==> config.mk <==
export PLATFORM = sky130hd
export DESIGN_NAME = mem_port_arbiter
export DESIGN_NICKNAME = d
export VERILOG_FILES = /design/src/rtl/mem_port_arbiter.sv
export SDC_FILE = /design/constraint.sdc
export NUM_CORES = 1
export LEC_CHECK = 0
export ABC_AREA = 1
export CORE_MARGIN = 3
export CORE_UTILIZATION = 50
export CTS_BUF_LIST = sky130_fd_sc_hd__clkbuf_4 sky130_fd_sc_hd__clkbuf_8 sky130_fd_sc_hd__clkbuf_16
export DETAILED_ROUTE_END_ITERATION = 7
export PLACE_DENSITY = 0.76
export SLEW_MARGIN = 10
export SYNTH_ARGS = -nofsm -noshare
export SYNTH_HDL_FRONTEND = slang
export SYNTH_SLANG_ARGS = --single-unit
==> constraint.sdc <==
create_clock -name clk_i -period 1.7 [get_ports clk_i]
set_clock_uncertainty 0.1 [all_clocks]
set_input_delay 0.17 -clock clk_i [delete_from_list [all_inputs] [get_ports clk_i]]
set_output_delay 0.17 -clock clk_i [all_outputs]
set_load 0.02 [all_outputs]
==> src/rtl/mem_port_arbiter.sv <==
// Two-port arbiter/sequencer for the shared memory macro: grants IF (port 0) or MEM (port 1),
// runs one access with ready/timeout handling. Define ARB_FIXED_PRIO_EN for port-1-wins ties (default round-robin).
module mem_port_arbiter #(
    parameter int unsigned TIMEOUT = 15
) (
    input  logic       clk_i,
    input  logic       rst_i,
    input  logic       req0_i,
    input  logic       we0_i,
    input  logic       req1_i,
    input  logic       we1_i,
    input  logic       mem_ready_i,
    output logic       sel_o,
    output logic       mem_en_o,
    output logic       mem_we_o,
    output logic       ack0_o,
    output logic       ack1_o,
    output logic       err_o,
    output logic       busy_o,
    output logic [1:0] dbg_state_o
);

    // Handshake: a port holds req high until its one-cycle ack; the access itself
    // runs while mem_en_o is high and completes on the first cycle mem_ready_i is sampled high.

    typedef enum logic [1:0] {
        IDLE = 2'd0,
        BUSY = 2'd1,
        DONE = 2'd2
    } state_t;

    localparam logic [7:0] TMO_LAST = 8'(TIMEOUT - 1);

    state_t     state_q, state_d;
    logic       sel_q, sel_d;
    logic       en_q, en_d;
    logic       we_q, we_d;
    logic       ack0_q, ack0_d;
    logic       ack1_q, ack1_d;
    logic       err_q, err_d;
    logic       last_q, last_d;
    logic [7:0] cnt_q, cnt_d;
    logic       grant_port;

    always_ff @(posedge clk_i or negedge rst_i) begin
        if (!rst_i) begin
            state_q <= IDLE;
            sel_q   <= 1'b0;
            en_q    <= 1'b0;
            we_q    <= 1'b0;
            ack0_q  <= 1'b0;
            ack1_q  <= 1'b0;
            err_q   <= 1'b0;
            last_q  <= 1'b1;
            cnt_q   <= 8'd0;
        end else begin
            state_q <= state_d;
            sel_q   <= sel_d;
            en_q    <= en_d;
            we_q    <= we_d;
            ack0_q  <= ack0_d;
            ack1_q  <= ack1_d;
            err_q   <= err_d;
            last_q  <= last_d;
            cnt_q   <= cnt_d;
        end
    end

    // Tie-break: only consulted when both ports request in the same IDLE cycle.
    always_comb begin
        grant_port = req1_i;
        if (req0_i && req1_i) begin
`ifdef ARB_FIXED_PRIO_EN
            grant_port = 1'b1;
`else
            grant_port = ~last_q;
`endif
        end
    end

    always_comb begin
        state_d = state_q;
        sel_d   = sel_q;
        en_d    = en_q;
        we_d    = we_q;
        ack0_d  = 1'b0;
        ack1_d  = 1'b0;
        err_d   = 1'b0;
        last_d  = last_q;
        cnt_d   = cnt_q;

        case (state_q)
            IDLE: begin
                if (req0_i || req1_i) begin
                    sel_d   = grant_port;
                    we_d    = grant_port ? we1_i : we0_i;
                    en_d    = 1'b1;
                    cnt_d   = 8'd0;
                    state_d = BUSY;
                end
            end
            BUSY: begin
                if (mem_ready_i || (cnt_q == TMO_LAST)) begin
                    en_d    = 1'b0;
                    we_d    = 1'b0;
                    ack0_d  = ~sel_q;
                    ack1_d  = sel_q;
                    err_d   = ~mem_ready_i;
                    last_d  = sel_q;
                    state_d = DONE;
                end else if (cnt_q != 8'hFF) begin
                    cnt_d = cnt_q + 8'd1;
                end
            end
            DONE: begin
                state_d = IDLE;
            end
            default: begin
                en_d    = 1'b0;
                we_d    = 1'b0;
                state_d = IDLE;
            end
        endcase
    end

    assign sel_o       = sel_q;
    assign mem_en_o    = en_q;
    assign mem_we_o    = we_q;
    assign ack0_o      = ack0_q;
    assign ack1_o      = ack1_q;
    assign err_o       = err_q;
    assign busy_o      = (state_q != IDLE);
    assign dbg_state_o = state_q;

endmodule
==> Word level (Yosys, flattened, before mapping) <==
Index checks and enable logic that the tools add are counted.
{ "word_totals": {"output_inout_bits": 9, "reg_bits": 17, "input_bits": 7} }
{ "classes": {"eq_ne": 8, "n_reduce_logical": 11, "addsub": 1, "bitwise": 4, "muxes": 20} }
{ "op_table": {"columns": ["cell", "n"], "rows": [
  ["8-bit two-way mux", 3],
  ["8-bit case mux with 2 select lines", 1],
  ["1-bit two-way mux", 11],
  ["8-bit by 1-bit adder with 8-bit output, second input constant", 1],
  ["8-bit by 4-bit equality test with 1-bit output, second input constant", 1],
  ["2-bit inequality test, second input constant", 4],
  ["8-bit inequality test, second input constant", 1],
  ["1-bit case mux with 3 select lines", 2],
  ["2-bit AND reduction", 3],
  ["2-bit two-way mux", 2],
  ["1-bit inverter", 4],
  ["2-bit case mux with 2 select lines", 1],
  ["4-bit AND reduction", 1],
  ["2-bit nonzero test", 2],
  ["3-bit AND reduction", 1],
  ["2-bit by 1-bit equality test with 1-bit output, second input constant", 1],
  ["2-bit equality test, second input constant", 1],
  ["2-bit logical NOT", 1],
  ["1-bit logical OR", 2],
  ["1-bit logical AND", 1]
]} }

==> Depth between registers and ports, before layout <==
Gate-level depths: netlist of run 1.
{ "depth": {"depth_word": 5, "mapped_depth": 10} }

==> Worst setup path before layout of run 1 <==
No wires, ideal clock.
{ "synth_path": {"path_kind": "register to register", "from": "register state_q[0], in the netlist dbg_state_o[0]", "to": "register cnt_q[2]", "setup_ns": 0.117, "t_arrival_ns": 1.381, "period_less_slack_ns": 1.598, "stages_incl_launch_ff": 9, "path_slack_ns": 0.102, "cell_sequence": "dfrtp_1 > inv_2 > nand2_1 > nor2_1 > inv_2 > nand2_2 > nand2_4 > nand2_1 > nand2_1"} }
{ "synth_between": {"elab_chain_len": 3, "elab_cells_between_ends": 8, "cone_classes": "4 x eq/ne; 1 x mux; 3 x reduce/logical"} }
{ "synth_lines": {"columns": ["element", "line", "rtl"], "rows": [
  ["start, declared", "34", "state_t state_q, state_d;"],
  ["start signal, assigned", "57", "state_q <= state_d;"],
  ["2-bit by 1-bit equality test with 1-bit output / 2-bit logical NOT (equally long branches)", "92", "case (state_q)"],
  ["2-bit inequality test (no line) / 2-bit nonzero test (equally long branches)", null, null],
  ["4-bit AND reduction (no line)", null, null],
  ["end signal, assigned", "65", "cnt_q <= cnt_d;"],
  ["end, declared", "42", "logic [7:0] cnt_q, cnt_d;"]
]} }
Parallel ways exist; a longest one is shown, timed or not.
A chain may end at the register's enable or synchronous reset.

==> Worst setup path in the final report of run 1 <==
{ "layout_path": {"from": "register state_q[0], in the netlist dbg_state_o[0]", "to": "output port dbg_state_o[0]"} }
{ "layout_lines": {"columns": ["element", "line", "rtl"], "rows": [
  ["end, declared", "20", "output logic [1:0] dbg_state_o"]
]} }
No word-level cell between the ends.

==> results of run 1 <==
## sequential cells by signal, indices dropped and copies added, names as in the netlist
name / flops
ack0_o: 1
ack1_o: 1
cnt_q: 8
dbg_state_o: 2
err_o: 1
last_q: 1
mem_en_o: 1
mem_we_o: 1
sel_o: 1
## logic make-up (layout without fill, tap and decap cells)
| group | Yosys count | count (layout) | synth area share [%] |
|---|---|---|---|
| flip-flops | 17 | 17 | 46.91 |
| buffers and inverters | 15 | 38 | 6.189 |
| AND/OR/NAND/NOR | 79 | 79 | 38.65 |
| AO/OA/AOI/OAI | 9 | 9 | 5.502 |
| adder cells (fa/ha/maj) | 2 | 2 | 2.751 |
## stage by stage
stage               area, sq um  total power, mW  hold WS [ns]  setup TNS (ns)  utilization (%)
finish                     1156            1.534        0.1033               0            71.74
global placement           1105            1.269        0.3737               0            68.56
detailed placement         1105            1.278        0.3754               0            68.56
floorplan                 909.6            1.010       -0.2256               0                -
CTS                        1134            1.495        0.1086               0            70.34
global route               1156            1.648        0.1163       -0.006667            71.74
## layer usage
layer,up-vias,track usage [%],part of all wire [%]
met4,0,5.687,1.2
met1,400,22.09,42
met5,-,0,0
met2,23,33.26,51
met3,4,3.067,6.0
li1,427,-,-
## cells in the mapped netlist
master    count  share of area [%]
nand3_1      12                6.6
nand2_4       1                1.2
clkinv_1      1               0.41
nor2_4        1                1.2
nor2_2        1               0.69
nor3_1        1               0.55
a21oi_1       4                2.2
nand4_1       1               0.69
inv_1        11                4.5
nand3_4       1                1.9
inv_2         3                1.2
o21a_1        1               0.83
o21ai_0       2                1.1
o211ai_1      1               0.83
ha_1          2                2.8
dfstp_2       1                2.9
nor2_1       19                7.8
dfrtp_1      16                 44
nand2_1      40                 17
nand2_2       2                1.4
o21ai_1       1               0.55
## final timing paths
path / end / slack [ns]
max in group asynchronous: last_q / 1.15
hold reg to reg: mem_en_o / 0.39
hold / removal: cnt_q[5] / 0.10
min in group clk_i: err_o / 0.37
setup / recovery: dbg_state_o[0] / 0.05
setup reg to reg: cnt_q[5] / 0.11
## cell type report
class | instances | area, sq um
Fill cell | 140 | 455.4
Multi-Input combinational cell | 90 | 431.7
Sequential cell | 17 | 426.7
Timing Repair Buffer | 19 | 181.4
Inverter | 15 | 56.30
Clock buffer | 4 | 30.03
Tap cell | 24 | 30.03
## timing repair
item / CTS / global route
endpoints found under the hold margin: 0 / 0
gates resized for setup: 1 / 2
buffers inserted: 0 / 2
gates cloned: 0 / 0
pin swaps: 0 / 0
setup endpoints to repair: 1 / 9
## report_power, final
group | switching (mW) | total, mW | internal, mW
clock network | 0.121 | 0.228 | 0.107
registers | 0.0873 | 0.594 | 0.507
logic | 0.430 | 0.711 | 0.281
==> results_dict.tcl, run 1 <==
set metrics [dict create \
    path_depth 1 \
    path_buf_inv 1 \
    core-area_sq_um 1612 \
    worstRegToRegCells 10 \
    finalMaxSlewViolations 0 \
    nNetsFinal 155 \
    power_leakage_nw 0.5814 \
    cp_max_fo 4 \
    cts_hold_buf 0 \
    ys_seq_area_share_pct 46.91 \
    crit_type "flip-flop to output pin" \
    start_util_pct 56.44 \
    vias 854 \
    io-pin-count 16 \
    dp_hpwl_mm 1.465 \
    ant_nets 0 \
    path_cells "clkdlybuf4s50_1" \
    worst-endpoint-arrival_ns 1.38 \
    antenna_found_initial 0 \
    htree_levels 1 \
    synth_warnings 0 \
    stdcell_count 169 \
    cts_buffers 3 \
    cp-end-kind "output pin" \
    timing.fmax_mhz 607.6 \
    wirelength_mm 2.016 \
    syn_nets 131 \
    cts_tree "yes" \
    port_buffers 15 \
    fin_crit_ns 1.646 \
    synth_area_per_cell_sq_um 7.456 \
    peakVddDrop_uv 955.7 \
    grt_pass1_vias 847 \
    final_cell_mix "40 x nand2_1, 19 x nor2_1, 16 x dfrtp_1" \
    worst_ep_required_time_ns 1.43 \
    via_per_inst 5.053 \
    final_common_cell "nand2_1" \
    syn_inst 122 \
    cp-start-kind "flip-flop" \
    grt.overflow.total 0 \
    startpoint "dbg_state_o[0]" \
    cts-root-buf "clkbuf_4" \
    die_w_microns 48.65 \
    initialDrtViolationCount 25 \
    clkLatencyLatePin_ns 0.28 \
    rows 14 \
    grt_pass1_wl_mm 3.470 \
    firstDrtPassIters 6 \
    rr_startpoint "cnt_q[0]" \
    power_per_cell_area_nw_per_um2 1327 \
    cts_buffer_depth 2 \
    slew_headroom_pct 83.74 \
    grt_max_degree 18 \
    layout-drive-gt1-share_pct 12.41 \
    die_y_microns 48.65 \
    synth-seq-cells 17 \
    antennaDiodeCount 0 \
    place.gp.congestion 0.9679 \
    finalCritPeriodShare_pct 96.82 \
    crit_family "buffers and inverters" \
    area_delta_synth_final_pct 27.10 \
    drcViolationCount 0 \
    dieArea_sq_um 2367 \
    worst_slack_ns 0.05409 \
    dpl.cell_count 163 \
    dp_slack_ns 0.07018 \
    grtUsageTotal_pct 18.39 \
    max_cap_violations 0 \
    synthDistinctLibCells 21 \
    setup_violations 0 \
    slowest_stage "clkdlybuf4s50_1" \
    wl_per_cell_microns 11.93 \
    cts_sinks 17 \
    netlist_area_sq_um 909.6 \
    hold_path_class "input port to async pin" \
    tightestPinTransition_ns 0.2439 \
    clk_pin_slew_worst_paths_ns 0.09 \
    slowest_delay_ns 0.64 \
    status "finished clean" \
    final_hold_viol_count 0 \
]
Note: power is estimated with default switching activity, not from simulation.
==> inputs of run 2 (changes only) <==
--- a/config.mk
+++ b/config.mk
@@ -6,11 +6,14 @@
 export NUM_CORES = 1
 export LEC_CHECK = 0
 export ABC_AREA = 1
+export CAP_MARGIN = 40
 export CORE_MARGIN = 3
 export CORE_UTILIZATION = 50
 export CTS_BUF_LIST = sky130_fd_sc_hd__clkbuf_4 sky130_fd_sc_hd__clkbuf_8 sky130_fd_sc_hd__clkbuf_16
+export CTS_CLUSTER_SIZE = 20
 export DETAILED_ROUTE_END_ITERATION = 7
 export PLACE_DENSITY = 0.76
+export SKIP_CTS_REPAIR_TIMING = 1
 export SLEW_MARGIN = 10
 export SYNTH_ARGS = -nofsm -noshare
 export SYNTH_HDL_FRONTEND = slang
==> run 2 against run 1 <==
Against the previous run: sequential power about the same; die area unchanged; via count increased by 1.6%; combinational power increased by 0.8%; register-to-register slack about the same; largest cell class unchanged; hold slack improved by 0.0019 ns; power increased by 0.39%; highest routed layer unchanged; critical path depth unchanged; utilization increased by 0.23 points.
==> results_dict.tcl, run 2 (synthesis results as in run 1) <==
set metrics [dict create \
    largest_register "cnt_q" \
    grtUsageTotal_pct 18.39 \
    stdcell_count 169 \
    htree_levels 1 \
    die_w_microns 48.65 \
    crit_family "buffers and inverters" \
    final_hold_viol_count 0 \
    peakVddDrop_uv 957.3 \
    initialDrtViolationCount 25 \
    firstDrtPassIters 4 \
    fin_setup_tns_ns 0 \
    grt_max_degree 18 \
    io-pin-count 16 \
    cp-start-kind "flip-flop" \
    hold_path_class "input port to async pin" \
    clk_pin_slew_worst_paths_ns 0.09 \
    vias 868 \
    clkLatencyLatePin_ns 0.28 \
    tightestPinTransition_ns 0.2448 \
    grt_pass1_vias 847 \
    fin_crit_ns 1.646 \
    cts_buffers 3 \
    final_cell_mix "40 x nand2_1, 19 x nor2_1, 16 x dfrtp_1" \
    cts-root-buf "clkbuf_4" \
    max_cap_violations 0 \
    rows 14 \
    area_delta_synth_final_pct 27.51 \
    finalCritPeriodShare_pct 96.84 \
    finalMaxSlewViolations 0 \
    antenna_found_initial 0 \
    drcViolationCount 0 \
    power_per_cell_area_nw_per_um2 1328 \
    wl_per_cell_microns 11.93 \
    port_buffers 15 \
    status "finished clean" \
    slew_headroom_pct 83.68 \
    power_leakage_nw 0.5885 \
    grt.overflow.total 0 \
    cts_sinks 17 \
    cts_buffer_depth 2 \
    slowest_stage "clkdlybuf4s50_1" \
    core-area_sq_um 1612 \
    wirelength_mm 2.017 \
    final_common_cell "nand2_1" \
    cp-end-kind "output pin" \
    largest_register_ffs 8 \
    layout-drive-gt1-share_pct 12.41 \
    worst_ep_required_time_ns 1.43 \
    cts_tree "yes" \
    antennaDiodeCount 0 \
    path_buf_inv 1 \
    start_util_pct 56.44 \
    path_cells "clkdlybuf4s50_1" \
    via_per_inst 5.136 \
    dpl.cell_count 163 \
    dieArea_sq_um 2367 \
    crit_type "flip-flop to output pin" \
    ant_nets 0 \
    dp_hpwl_mm 1.465 \
    grt_pass1_wl_mm 3.470 \
    timing.fmax_mhz 607.4 \
    nNetsFinal 155 \
    cp_max_fo 4 \
    place.gp.congestion 0.9679 \
    fillCellCount 138 \
    worst-endpoint-arrival_ns 1.38 \
    die_y_microns 48.65 \
    slowest_delay_ns 0.64 \
    r2r_slack_ns 0.12 \
    setup_violations 0 \
    power.total_mw 1.540 \
]
run 2: changes by cell type in the layout (fill, tap and decap cells not counted):
cell,before,now
dlymetal6s2s_1,1,2
dlygate4sd2_1,1,0
run 2: final timing paths:
path,endpoint,startpoint,cells past startpoint
setup / recovery,dbg_state_o[0],dbg_state_o[0],1
hold / removal,cnt_q[5],rst_i,2
setup reg to reg,cnt_q[5],cnt_q[0],10
hold reg to reg,mem_en_o,mem_en_o,2
max in group asynchronous,last_q,rst_i,2
min in group clk_i,err_o,mem_ready_i,2
run 2: where the power goes:
part	switching (mW)	internal [mW]
clock	0.121	0.107
sequential	0.0870	0.507
combinational	0.429	0.288
run 2: layer usage:
metal  vias to the layer above  GRT usage (%)  routed length [microns]
li1                        425              -                        -
met1                       402          22.09                      841
met2                        35          33.26                     1025
met3                         6          3.067                      119
met4                         0          5.687                       31
met5                         -              0                        0
run 2: cell type report:
cell class,instances,area (sq um),share of cell area [%]
clock buffers,4,30.03,2.589
inverters,15,56.30,4.854
multi-input cells,90,431.7,37.22
flip-flops and latches,17,426.7,36.79
well taps,24,30.03,2.589
repair buffers,19,185.2,15.97
run 2: stage by stage:
step	instance area [sq um]	util (%)	hold slack (ns)	setup WS [ns]
after global placement	1105	68.56	0.3737	0.09249
after detailed placement	1105	68.56	0.3754	0.07018
after floorplan	909.6	-	-0.2256	0.1022
final	1160	71.97	0.1052	0.05376
after CTS	1135	70.42	0.1086	-0.1104
after global routing	1160	71.97	0.1163	-0.006667
==> inputs of run 3 (changes only) <==
--- a/config.mk
+++ b/config.mk
@@ -9,7 +9,7 @@
 export CAP_MARGIN = 40
 export CORE_MARGIN = 3
 export CORE_UTILIZATION = 50
-export CTS_BUF_LIST = sky130_fd_sc_hd__clkbuf_4 sky130_fd_sc_hd__clkbuf_8 sky130_fd_sc_hd__clkbuf_16
+export CTS_BUF_LIST = sky130_fd_sc_hd__clkbuf_16
 export CTS_CLUSTER_SIZE = 20
 export DETAILED_ROUTE_END_ITERATION = 7
 export PLACE_DENSITY = 0.76
==> run 3 against run 2 <==
Against the previous run: hold slack better by 0.044 ns; non-clock buffer count down 2; routed wire length up 1.7%; clock power up 98%; critical path depth unchanged; cell area up 4.0%; sequential cell count unchanged; combinational power down 1%; setup slack better by 0.042 ns; first-iteration DRC count down 12%; register-to-register slack better by 0.02 ns; count of clock-buffer cells in the layout down 1; critical path type unchanged; largest cell class unchanged.
==> results_dict.tcl, run 3 (synthesis results as in run 1) <==
set metrics [dict create \
    setup_violations 0 \
    via_per_inst 5.220 \
    fin_crit_ns 1.604 \
    final_cell_mix "39 x nand2_1, 19 x nor2_1, 15 x dfrtp_1" \
    start_util_pct 56.44 \
    antenna_found_initial 0 \
    cts_tree "yes" \
    nNetsFinal 154 \
    slew_headroom_pct 83.83 \
    hold_slack_ns 0.1494 \
    clk_pin_slew_worst_paths_ns 0.05 \
    wirelength_mm 2.052 \
    firstDrtPassIters 4 \
    layout-drive-gt1-share_pct 13.19 \
    place.gp.congestion 0.9679 \
    timing.fmax_mhz 623.5 \
    max_cap_violations 0 \
    wl_per_cell_microns 12.21 \
    slowest_delay_ns 0.65 \
    startpoint "dbg_state_o[0]" \
    initialDrtViolationCount 22 \
    cts-root-buf "clkbuf_16" \
    dieArea_sq_um 2367 \
    cts_buffer_depth 2 \
    worst_ep_required_time_ns 1.43 \
    final_hold_viol_count 0 \
    clkLatencyLatePin_ns 0.24 \
    antennaDiodeCount 0 \
    worst_slack_ns 0.09615 \
    cp-start-kind "flip-flop" \
    placed_cell_area_sq_um 1105 \
    grtUsageTotal_pct 20.22 \
    dp_hpwl_mm 1.465 \
    power_per_cell_area_nw_per_um2 1464 \
    grt_pass1_wl_mm 3.726 \
    rr_startpoint "cnt_q[0]" \
    cts_buffers 3 \
    slowest_stage "clkdlybuf4s50_1" \
    area_delta_synth_final_pct 32.60 \
    core-area_sq_um 1612 \
    final_common_cell "nand2_1" \
    power_leakage_nw 0.5919 \
    tightestPinTransition_ns 0.2425 \
    crit_family "buffers and inverters" \
    drcViolationCount 0 \
    largest_register "cnt_q" \
    cp_max_fo 4 \
    stdcell_area_sq_um 1206 \
    dp_slack_ns 0.07018 \
    cts_sinks 17 \
    rsz0062_at_grt "no" \
    rows 14 \
    largest_register_ffs 8 \
    htree_levels 1 \
    cp-end-kind "output pin" \
    die_y_microns 48.65 \
    status "finished clean" \
    finalMaxSlewViolations 0 \
    io-pin-count 16 \
    port_buffers 15 \
    finalCritPeriodShare_pct 94.34 \
    hold_path_class "input port to async pin" \
    path_cells "clkdlybuf4s50_1" \
    path_buf_inv 1 \
    die_w_microns 48.65 \
    grt_max_degree 18 \
    vias 877 \
    worst-endpoint-arrival_ns 1.33 \
    grt.overflow.total 0 \
    crit_type "flip-flop to output pin" \
    ant_nets 0 \
    peakVddDrop_uv 1106 \
    grt_pass1_vias 895 \
]
run 3: cell types whose count changed in the layout (fill, tap and decap cells not counted), sizes merged:
cell | before | now
dlymetal6s2s | 2 | 1
clkdlybuf4s50 | 13 | 14
clkbuf | 4 | 3
buf | 4 | 2
inv | 14 | 15
nand2 | 43 | 44
run 3: per-layer routing:
metal,vias up,wire [microns],track usage (%)
met2,29,1019,34.84
met4,0,53,10.90
li1,430,-,-
met5,-,0,0
met3,7,116,4.294
met1,411,862,23.27
run 3: area by class of cell:
cell class                 instances  area, sq um
timing repair buffer              17        167.7
clock inverter                     1        3.754
sequential                        17        427.9
clock buffer                       3        75.07
fill                             127        405.4
tap                               24        30.03
inverter                          15        56.30
multi-input combinational         91        445.4
run 3: worst paths after layout:
path / endpoint / slack, ns / depth (start not counted)
min in group clk_i: mem_en_o / 0.38 / 2
worst min-delay path: cnt_q[5] / 0.15 / 2
worst max-delay path: dbg_state_o[0] / 0.1 / 1
max in group asynchronous: last_q / 1.10 / 2
worst min register to register: mem_en_o / 0.38 / 2
worst max register to register: cnt_q[7] / 0.14 / 10
run 3: where the power goes:
group / leakage (nW) / total (mW) / internal, mW / switching [mW]
registers: 0.221 / 0.604 / 0.511 / 0.0933
clock network: 0.0423 / 0.452 / 0.311 / 0.140
logic: 0.328 / 0.710 / 0.273 / 0.436
run 3: through the flow:
stage | power [mW] | std cells | util, % | TNS (ns)
after floorplan | 1.010 | 122 | - | 0
after global placement | 1.269 | 163 | 68.56 | 0
after detailed placement | 1.278 | 163 | 68.56 | 0
after CTS | 1.746 | 167 | 73.45 | -0.05006
after global routing | 1.888 | 168 | 74.84 | 0
final | 1.766 | 168 | 74.84 | 0
